**src/rtl/des_region_sweeper.sv**
```systemverilog
// -----------------------------------------------------------------------------
// des_region_sweeper
//   Initiator-side controller for one des_block. Sweeps region indices
//   0..NUM_REGIONS-1; for each region it resets the block, holds blk_start for
//   RUN_CYCLES cycles, waits (bounded by TIMEOUT) for blk_valid, captures the
//   block counter and adds it into a saturating sweep total.
//
// Ports
//   clk, rst_n     clock, synchronous active-low reset
//   go             start a new sweep (accepted in IDLE, DONE, ERR)
//   abort          abandon the current sweep (CLEAR, RUN, DRAIN)
//   blk_rst_n      active-low reset to des_block
//   blk_start      start to des_block
//   blk_region     region_select to des_block
//   blk_counter    counter from des_block
//   blk_valid      valid from des_block
//   region_count   last captured blk_counter
//   region_idx     region index belonging to region_count
//   region_done    one-cycle pulse when region_count/region_idx/total update
//   total          saturating sum of captured counts in the current sweep
//   busy           high in CLEAR, RUN, DRAIN
//   done           high in DONE
//   timeout_err    high in ERR (held until the next go)
// -----------------------------------------------------------------------------
module des_region_sweeper #(
  parameter int NUM_REGIONS = 16,
  parameter int RUN_CYCLES  = 1024,
  parameter int TIMEOUT     = 64,
  parameter int CNT_W       = 10,
  parameter int ACC_W       = 14
) (
  input  logic             clk,
  input  logic             rst_n,
  input  logic             go,
  input  logic             abort,
  output logic             blk_rst_n,
  output logic             blk_start,
  output logic [3:0]       blk_region,
  input  logic [CNT_W-1:0] blk_counter,
  input  logic             blk_valid,
  output logic [CNT_W-1:0] region_count,
  output logic [3:0]       region_idx,
  output logic             region_done,
  output logic [ACC_W-1:0] total,
  output logic             busy,
  output logic             done,
  output logic             timeout_err
);

  localparam logic [2:0] S_IDLE  = 3'd0;
  localparam logic [2:0] S_CLEAR = 3'd1;
  localparam logic [2:0] S_RUN   = 3'd2;
  localparam logic [2:0] S_DRAIN = 3'd3;
  localparam logic [2:0] S_DONE  = 3'd4;
  localparam logic [2:0] S_ERR   = 3'd5;

  // One cycle counter is shared by CLEAR, RUN and DRAIN; size it for the
  // longest of the three phases.
  localparam int CMAX  = (RUN_CYCLES > TIMEOUT) ? RUN_CYCLES : TIMEOUT;
  localparam int CYC_W = (CMAX > 1) ? $clog2(CMAX + 1) : 1;

  localparam logic [CYC_W-1:0] CLR_LAST = CYC_W'(1);
  localparam logic [CYC_W-1:0] RUN_LAST = CYC_W'(RUN_CYCLES - 1);
  localparam logic [CYC_W-1:0] TO_LAST  = CYC_W'(TIMEOUT - 1);
  localparam logic [3:0]       IDX_LAST = 4'(NUM_REGIONS - 1);

  // Sum is formed one bit wider than either operand so overflow is visible.
  localparam int SW = ((ACC_W > CNT_W) ? ACC_W : CNT_W) + 1;
  localparam logic [SW-1:0] ACC_MAX = SW'({ACC_W{1'b1}});

  logic [2:0]       state;
  logic [CYC_W-1:0] cyc;
  logic [3:0]       idx;
  logic [SW-1:0]    sum_wide;
  logic [ACC_W-1:0] sum_sat;

  assign sum_wide = SW'(total) + SW'(blk_counter);
  assign sum_sat  = (sum_wide > ACC_MAX) ? '1 : sum_wide[ACC_W-1:0];

  always_ff @(posedge clk) begin
    if (!rst_n) begin
      state        <= S_IDLE;
      cyc          <= '0;
      idx          <= '0;
      total        <= '0;
      region_count <= '0;
      region_idx   <= '0;
      region_done  <= 1'b0;
    end else begin
      region_done <= 1'b0;
      case (state)
        S_IDLE, S_DONE, S_ERR: begin
          // go beats a simultaneous abort here because abort is not looked at.
          if (go) begin
            state        <= S_CLEAR;
            cyc          <= '0;
            idx          <= '0;
            total        <= '0;
            region_count <= '0;
            region_idx   <= '0;
          end
        end
        S_CLEAR: begin
          if (abort) begin
            state <= S_IDLE;
          end else if (cyc == CLR_LAST) begin
            state <= S_RUN;
            cyc   <= '0;
          end else begin
            cyc <= cyc + 1'b1;
          end
        end
        S_RUN: begin
          if (abort) begin
            state <= S_IDLE;
          end else if (cyc == RUN_LAST) begin
            state <= S_DRAIN;
            cyc   <= '0;
          end else begin
            cyc <= cyc + 1'b1;
          end
        end
        S_DRAIN: begin
          // abort outranks a same-cycle blk_valid: nothing is captured.
          if (abort) begin
            state <= S_IDLE;
          end else if (blk_valid) begin
            region_count <= blk_counter;
            region_idx   <= idx;
            total        <= sum_sat;
            region_done  <= 1'b1;
            cyc          <= '0;
            if (idx == IDX_LAST) begin
              state <= S_DONE;
            end else begin
              idx   <= idx + 1'b1;
              state <= S_CLEAR;
            end
          end else if (cyc == TO_LAST) begin
            state <= S_ERR;
          end else begin
            cyc <= cyc + 1'b1;
          end
        end
        default: state <= S_IDLE;
      endcase
    end
  end

  assign blk_rst_n   = (state == S_RUN) || (state == S_DRAIN);
  assign blk_start   = (state == S_RUN);
  assign blk_region  = idx;
  assign busy        = (state == S_CLEAR) || (state == S_RUN) || (state == S_DRAIN);
  assign done        = (state == S_DONE);
  assign timeout_err = (state == S_ERR);

endmodule
```
**config.mk**
```make
export PLATFORM = sky130hd
export DESIGN_NAME = des_region_sweeper
export DESIGN_NICKNAME = d
export VERILOG_FILES = /design/src/rtl/des_region_sweeper.sv
export SDC_FILE = /design/constraint.sdc
export NUM_CORES = 1
export LEC_CHECK = 0
export ABC_CLOCK_PERIOD_IN_PS = 2800
export BUFFER_PORTS_ARGS = -buffer_cell sky130_fd_sc_hd__buf_4
export CAP_MARGIN = 25
export CORE_MARGIN = 5
export CORE_UTILIZATION = 50
export DETAILED_ROUTE_END_ITERATION = 7
export PLACE_DENSITY = 0.74
export REMOVE_ABC_BUFFERS = 1
export SYNTH_ARGS = -nofsm -noshare
export SYNTH_HDL_FRONTEND = slang
export SYNTH_SLANG_ARGS = --single-unit
```
**constraint.sdc**
```tcl
create_clock -name clk -period 2.8 [get_ports clk]
set_clock_uncertainty 0.05 [all_clocks]
set_input_delay 0.84 -clock clk [delete_from_list [all_inputs] [get_ports clk]]
set_output_delay 0.84 -clock clk [all_outputs]
set_load 0.005 [all_outputs]
```
==> impl_metrics.json, run 1 <==
{
  "start_kind": "primary input",
  "crit_fanout": 7,
  "grt_pass1_wl_um": 11200,
  "ys_top_cells_by_count": "47 x dfxtp_1, 38 x nand2_1, 23 x o21ai_0",
  "syn_to_final_growth_pct": 24.3,
  "synth_simple_gate_area_share": 0.248,
  "power_density_mw_per_mm2": 527,
  "antenna_found_initial": 0,
  "rsz0062_at_grt": "false",
  "reg2reg_slack_ns": 0.38,
  "muxShareOfSynthArea": 0.00376,
  "power_uw": 1740,
  "setup.worst_path.class": "primary input to flop",
  "synth.most_common_cell": "dfxtp_1",
  "synthFlopType": "dfxtp_1",
  "place_congestion": 0.852,
  "routed-via-count": 2554,
  "r2r-start": "cyc[7]",
  "grtUsageTotal": 0.191,
  "critPathArrivalTime_ns": 2.70,
  "ant_nets": 0,
  "r2r_cells": 5,
  "period_minus_slack_ns": 2.51,
  "clock_sinks": 47,
  "rows": 26,
  "slew_viol_final": 0,
  "synth_top_area_frac": 0.353,
  "portBuffers": 52,
  "cts_buffers": 5,
  "syn_inst": 329,
  "fin_tns_setup_ns": 0,
  "min_period_over_period": 0.897,
  "max_slew_margin": 0.610,
  "drive_above_1_share": 0.215,
  "synth_compound_area_frac": 0.253,
  "first_pass_iters": 4,
  "cts_resized": 0,
  "ys_types": 62,
  "synthXorXnorAreaFrac": 0.0263,
  "hpwlAfterDp_um": 4730,
  "timing.hold.ws_ns": 0.423,
  "max_clock_freq_mhz": 398,
  "drt-wirelength-per-cell_um": 14.4,
  "num_antenna_cells": 0,
  "pin_count": 53,
  "coreArea_mm2": 0.00514,
  "synth_area_per_cell_um2": 8.10,
  "maxCapViolations": 0,
  "irDropWorstVdd_mv": 0.332,
  "synth_top_cell_by_area": "dfxtp_1",
  "synth_area_leaders": "dfxtp_1 35%, ha_1 6.1%, nand2_1 5.4%",
  "tightest_slew_ns": 0.579,
  "synthArstFlopShare": 0,
  "die_x_um": 83.0,
  "drc": 0,
  "grt_pass1_vias": 2412,
  "die_h_um": 83.0,
  "clk_pin_slew_ns": 0.09,
  "grt_overflow": 0,
  "fin_nets": 414,
  "via_per_inst": 5.60,
  "ys_warn_count": 0,
  "hold_viol": 0,
  "setup_violations": 0,
  "die_area_mm2": 0.00689,
  "endpoint": "total[11]",
  "wl_um": 6550,
  "required_ns": 2.99,
  "ys_seq_area_frac": 0.353,
  "cp-startpoint": "blk_counter[0]",
  "p_leak_uw": 0.00138,
  "yosys_register_bits": 47,
  "syn_area_mm2": 0.00267,
  "synth_adder_area_share": 0.0685,
  "post-cts-setup-buffers": 0,
  "start_util": 0.519,
  "end_kind": "flop",
  "synth_top_family_by_area": "compound AO/OA/AOI/OAI gates",
  "worstHoldPathType": "flop to flop",
  "status": "finished clean",
  "rr_endpoint": "cyc[4]",
  "cts_max_level": 2,
  "cts_tree": "done",
  "drt_iter0_drc": 124,
  "hold_buffers": 0,
  "synth_edf_count": 0,
  "clockRootBuffer": "clkbuf_8",
  "clk_latency_ns": 0.30,
  "grt_start_max_net_pins": 37,
  "clockBufferDepth": 2
}
cell usage in the layout, fill, tap and decap left out, types with 2 or more instances in the layout:
cell type  Yosys  routed
xnor2_1        6       6
o21bai_1       2       2
o2bb2ai_1      2       2
inv_1         16      16
bufinv_16      0       2
xor2_1         2       2
o22ai_1        2       2
a32oi_1        2       2
nand2_1       38      38
nor2_1        20      20
a21oi_1       19      19
a22oi_1       14      14
clkbuf_8       0       5
and3_1         5       5
nand2b_1       4       4
o21a_1         2       2
nor3b_1        4       4
o21ai_1        3       3
o21ai_0       23      23
o2111ai_1      2       2
o211ai_1       2       2
a21boi_0       3       3
a31oi_1        3       3
nand4_1        5       5
and2_1         3       3
buf_4          1      65
nor3_1         5       4
nand3_1       12      12
a21o_1         3       3
and4b_1        2       2
or3_1          5       5
nor2b_1       16      16
ha_1          13      13
dfxtp_1       47      47
power by group:
part	total, µW	switching, µW	internal (µW)
Clock	594	237	357
Combinational	431	265	166
Sequential	720	33.4	687
Total	1740	535	1210
critical path, stage by stage:
cell and delay (ns):
buf_4 0.09, ha_1 0.16, inv_1 0.06, fa_1 0.38, nand2b_1 0.19, a21oi_1 0.19
o21bai_1 0.12, a21oi_1 0.27, buf_4 0.21, a31oi_1 0.05, o21ai_0 0.14
cells by family (layout without fill, tap and decap cells):
logic type / after synthesis / in the layout
flip-flops: 47 / 47
XOR/XNOR: 8 / 8
buffers and inverters: 32 / 89
AO/OA/AOI/OAI: 100 / 100
AND/OR/NAND/NOR: 127 / 127
multiplexers: 1 / 1
adder cells (fa/ha/maj): 14 / 14
through the flow:
stage          instance area [µm²]   util  instances  setup WS, ns
2_1_floorplan                 2600      -        313       0.00939
4_1_cts                       3310  0.644        456         0.305
6_report                      3310  0.644        456         0.287
3_3_place_gp                  3180  0.619        448        0.0368
3_5_place_dp                  3180  0.619        448       -0.0308
5_1_grt                       3310  0.644        456        0.0761
flip-flops by register name, indices dropped and copies added, names as in the netlist:
signal	flops
region_count	10
region_done	1
cyc	11
total	14
blk_region	4
state	3
region_idx	4
worst min path at each step:
stage	from	to	slack, ns	depth (start not counted)
after CTS	total[6]	total[6]	0.43	2
final	total[6]	total[6]	0.42	2
after global placement	total[6]	total[6]	0.41	2
after floorplan	total[0]	total[0]	0.40	2
after detailed placement	region_idx[3]	region_idx[3]	0.41	2
after global routing	total[6]	total[6]	0.47	2
routing by layer:
metal	global-route usage	vias up	routed length (µm)
met4	0.0520	0	51
met5	0	-	0
li1	-	1304	-
met1	0.224	1185	2910
met2	0.345	61	3250
met3	0.0446	4	327
area by class of cell:
cell class	count	area, µm²
clock buffer	6	72.6
clock inverter	2	60.1
tap	70	87.6
fill	458	1830
multi-input combinational	250	1600
timing repair buffer	65	488
inverter	16	60.1
sequential	47	941
(Power assumes the default switching activity.)
==> inputs of run 2 (changes only) <==
Settings changed: ABC_CLOCK_PERIOD_IN_PS 2800 to 3300, CORE_UTILIZATION 50 to 25, PLACE_DENSITY 0.74 to 0.41.
Clock period 2.8 ns to 3.3 ns, I/O delays scaled along.
==> run 2 against run 1 <==
Effect of this change:
- global-route usage decreased by 7.7 points
- wire length rose by 11%
- via count is 1.8% lower
- clock-buffer cell count unchanged
- die area increased by 86%
- power shrank 24%
- utilization shrank 33 points
- design area is 0.91% lower
- non-clock buffer count shrank 9
- combinational power is 18% lower
- first-iteration DRC count down 17%
==> impl_metrics.json, run 2 (synthesized netlist as in run 1, its figures left out) <==
{
  "status": "finished clean",
  "required_ns": 3.47,
  "hold_end": "total[0]",
  "drt-wirelength-per-cell_um": 14.2,
  "maxCapViolations": 0,
  "p_leak_uw": 0.00132,
  "min_path_cells": 2,
  "setup_violations": 0,
  "grt_start_max_net_pins": 37,
  "clockBufferDepth": 2,
  "grtUsageTotal": 0.114,
  "grt_pass1_wl_um": 12100,
  "wl_um": 7290,
  "place_congestion": 0.762,
  "final_util": 0.316,
  "setup.worst_path.class": "primary input to flop",
  "power_density_mw_per_mm2": 404,
  "end_kind": "flop",
  "rsz0062_at_grt": "false",
  "slew_viol_final": 0,
  "path_cells": "buf_4 -> ha_1 -> inv_1 -> fa_1 -> nand2b_1 -> a21oi_1 -> o21bai_1 -> a21oi_1 -> buf_4 -> a31oi_1 -> o21ai_0",
  "max_slew_margin": 0.565,
  "start_util": 0.257,
  "slowest_stage": "fa_1",
  "drt_iter0_drc": 103,
  "r2r_cells": 6,
  "min_period_over_period": 0.851,
  "min_from": "total[0]",
  "cts_resized": 0,
  "cts_tree": "done",
  "cts_max_level": 2,
  "grt_pass1_vias": 2380,
  "routed-via-count": 2509,
  "die_area_mm2": 0.0128,
  "period_minus_slack_ns": 2.81,
  "portBuffers": 52,
  "seq_area_um2": 941,
  "max_clock_freq_mhz": 356,
  "fillers": 1141,
  "tightest_slew_ns": 0.645,
  "final-instance-count-excl-fill": 512,
  "crit_fanout": 7,
  "r2r-start": "state[0]",
  "multi_input_area_mm2": 0.00160,
  "cts_buffers": 5,
  "layout_commonest_cell": "buf_4",
  "irDropWorstVdd_mv": 0.205,
  "largest_register": "total",
  "first_pass_iters": 4,
  "reg2reg_slack_ns": 0.84,
  "start_kind": "primary input",
  "cpPeakStageDelay_ns": 0.41,
  "die_h_um": 113,
  "hpwlAfterDp_um": 5400,
  "die_x_um": 113,
  "hold_viol": 0,
  "pin_count": 53,
  "fin_tns_setup_ns": 0,
  "clock_sinks": 47,
  "worstHoldPathType": "flop to flop",
  "drc": 0,
  "ant_nets": 0,
  "reg_top3": "total: 14 flops, cyc: 11 flops, region_count: 10 flops",
  "clk_pin_slew_ns": 0.08,
  "clk_latency_ns": 0.30,
  "fin_nets": 405,
  "num_antenna_cells": 0,
  "clockRootBuffer": "clkbuf_8",
  "dp.cells": 505,
  "post-cts-setup-buffers": 0,
  "drive_above_1_share": 0.197,
  "coreArea_mm2": 0.0104,
  "largest_reg_flops": 14,
  "hold_buffers": 0,
  "critPathArrivalTime_ns": 2.98,
  "antenna_found_initial": 0,
  "rr_endpoint": "cyc[2]",
  "grt_overflow": 0,
  "syn_to_final_growth_pct": 23.1,
  "via_per_inst": 4.90,
  "rows": 37,
  "most-common-layout-cells": "56 x buf_4, 47 x dfxtp_1, 38 x nand2_1",
  "power_uw": 1330
}
-- run 2: worst max-delay path, delay by kind of cell --
family                   cells  cell delay [ns]
AO/OA/AOI/OAI                5             0.83
adder cells (fa/ha/maj)      2             0.60
buffers and inverters        3             0.36
AND/OR/NAND/NOR              1             0.20
-- run 2: through the flow --
stage | hold WS (ns) | setup WS, ns | cell area (µm²)
3_3_place_gp | 0.402 | 0.293 | 3190
4_1_cts | 0.418 | 0.511 | 3280
3_5_place_dp | 0.406 | 0.219 | 3190
2_1_floorplan | 0.401 | 0.359 | 2600
6_report | 0.415 | 0.490 | 3280
5_1_grt | 0.462 | 0.350 | 3280
-- run 2: power breakdown --
group          internal [µW]  switching (µW)
combinational            127             225
clock                    165             193
sequential               583            32.9
-- run 2: layout make-up --
cell class / count / area share
Inverter: 16 / 0.0183
Clock buffer: 6 / 0.0252
Multi-Input combinational cell: 250 / 0.488
Clock inverter: 1 / 0.00152
Sequential cell: 47 / 0.287
Timing Repair Buffer: 56 / 0.128
Tap cell: 136 / 0.0518
-- run 2: layer usage --
layer	GRT usage	up-vias	share of wire
met1	0.155	1167	0.49
met3	0.0278	6	0.050
met5	0	-	0
met2	0.184	52	0.45
li1	-	1284	-
met4	0.0240	0	0.0088
-- run 2: worst max-delay path by stage --
stage / start / endpoint / slack (ns) / cells after the start
2_1_floorplan: blk_valid / total[9] / 0.36 / 6
3_3_place_gp: blk_counter[0] / total[11] / 0.29 / 11
3_5_place_dp: blk_counter[0] / total[11] / 0.22 / 11
4_1_cts: blk_counter[0] / total[11] / 0.51 / 11
5_1_grt: blk_counter[0] / total[1] / 0.35 / 11
6_report: blk_counter[0] / total[11] / 0.49 / 11
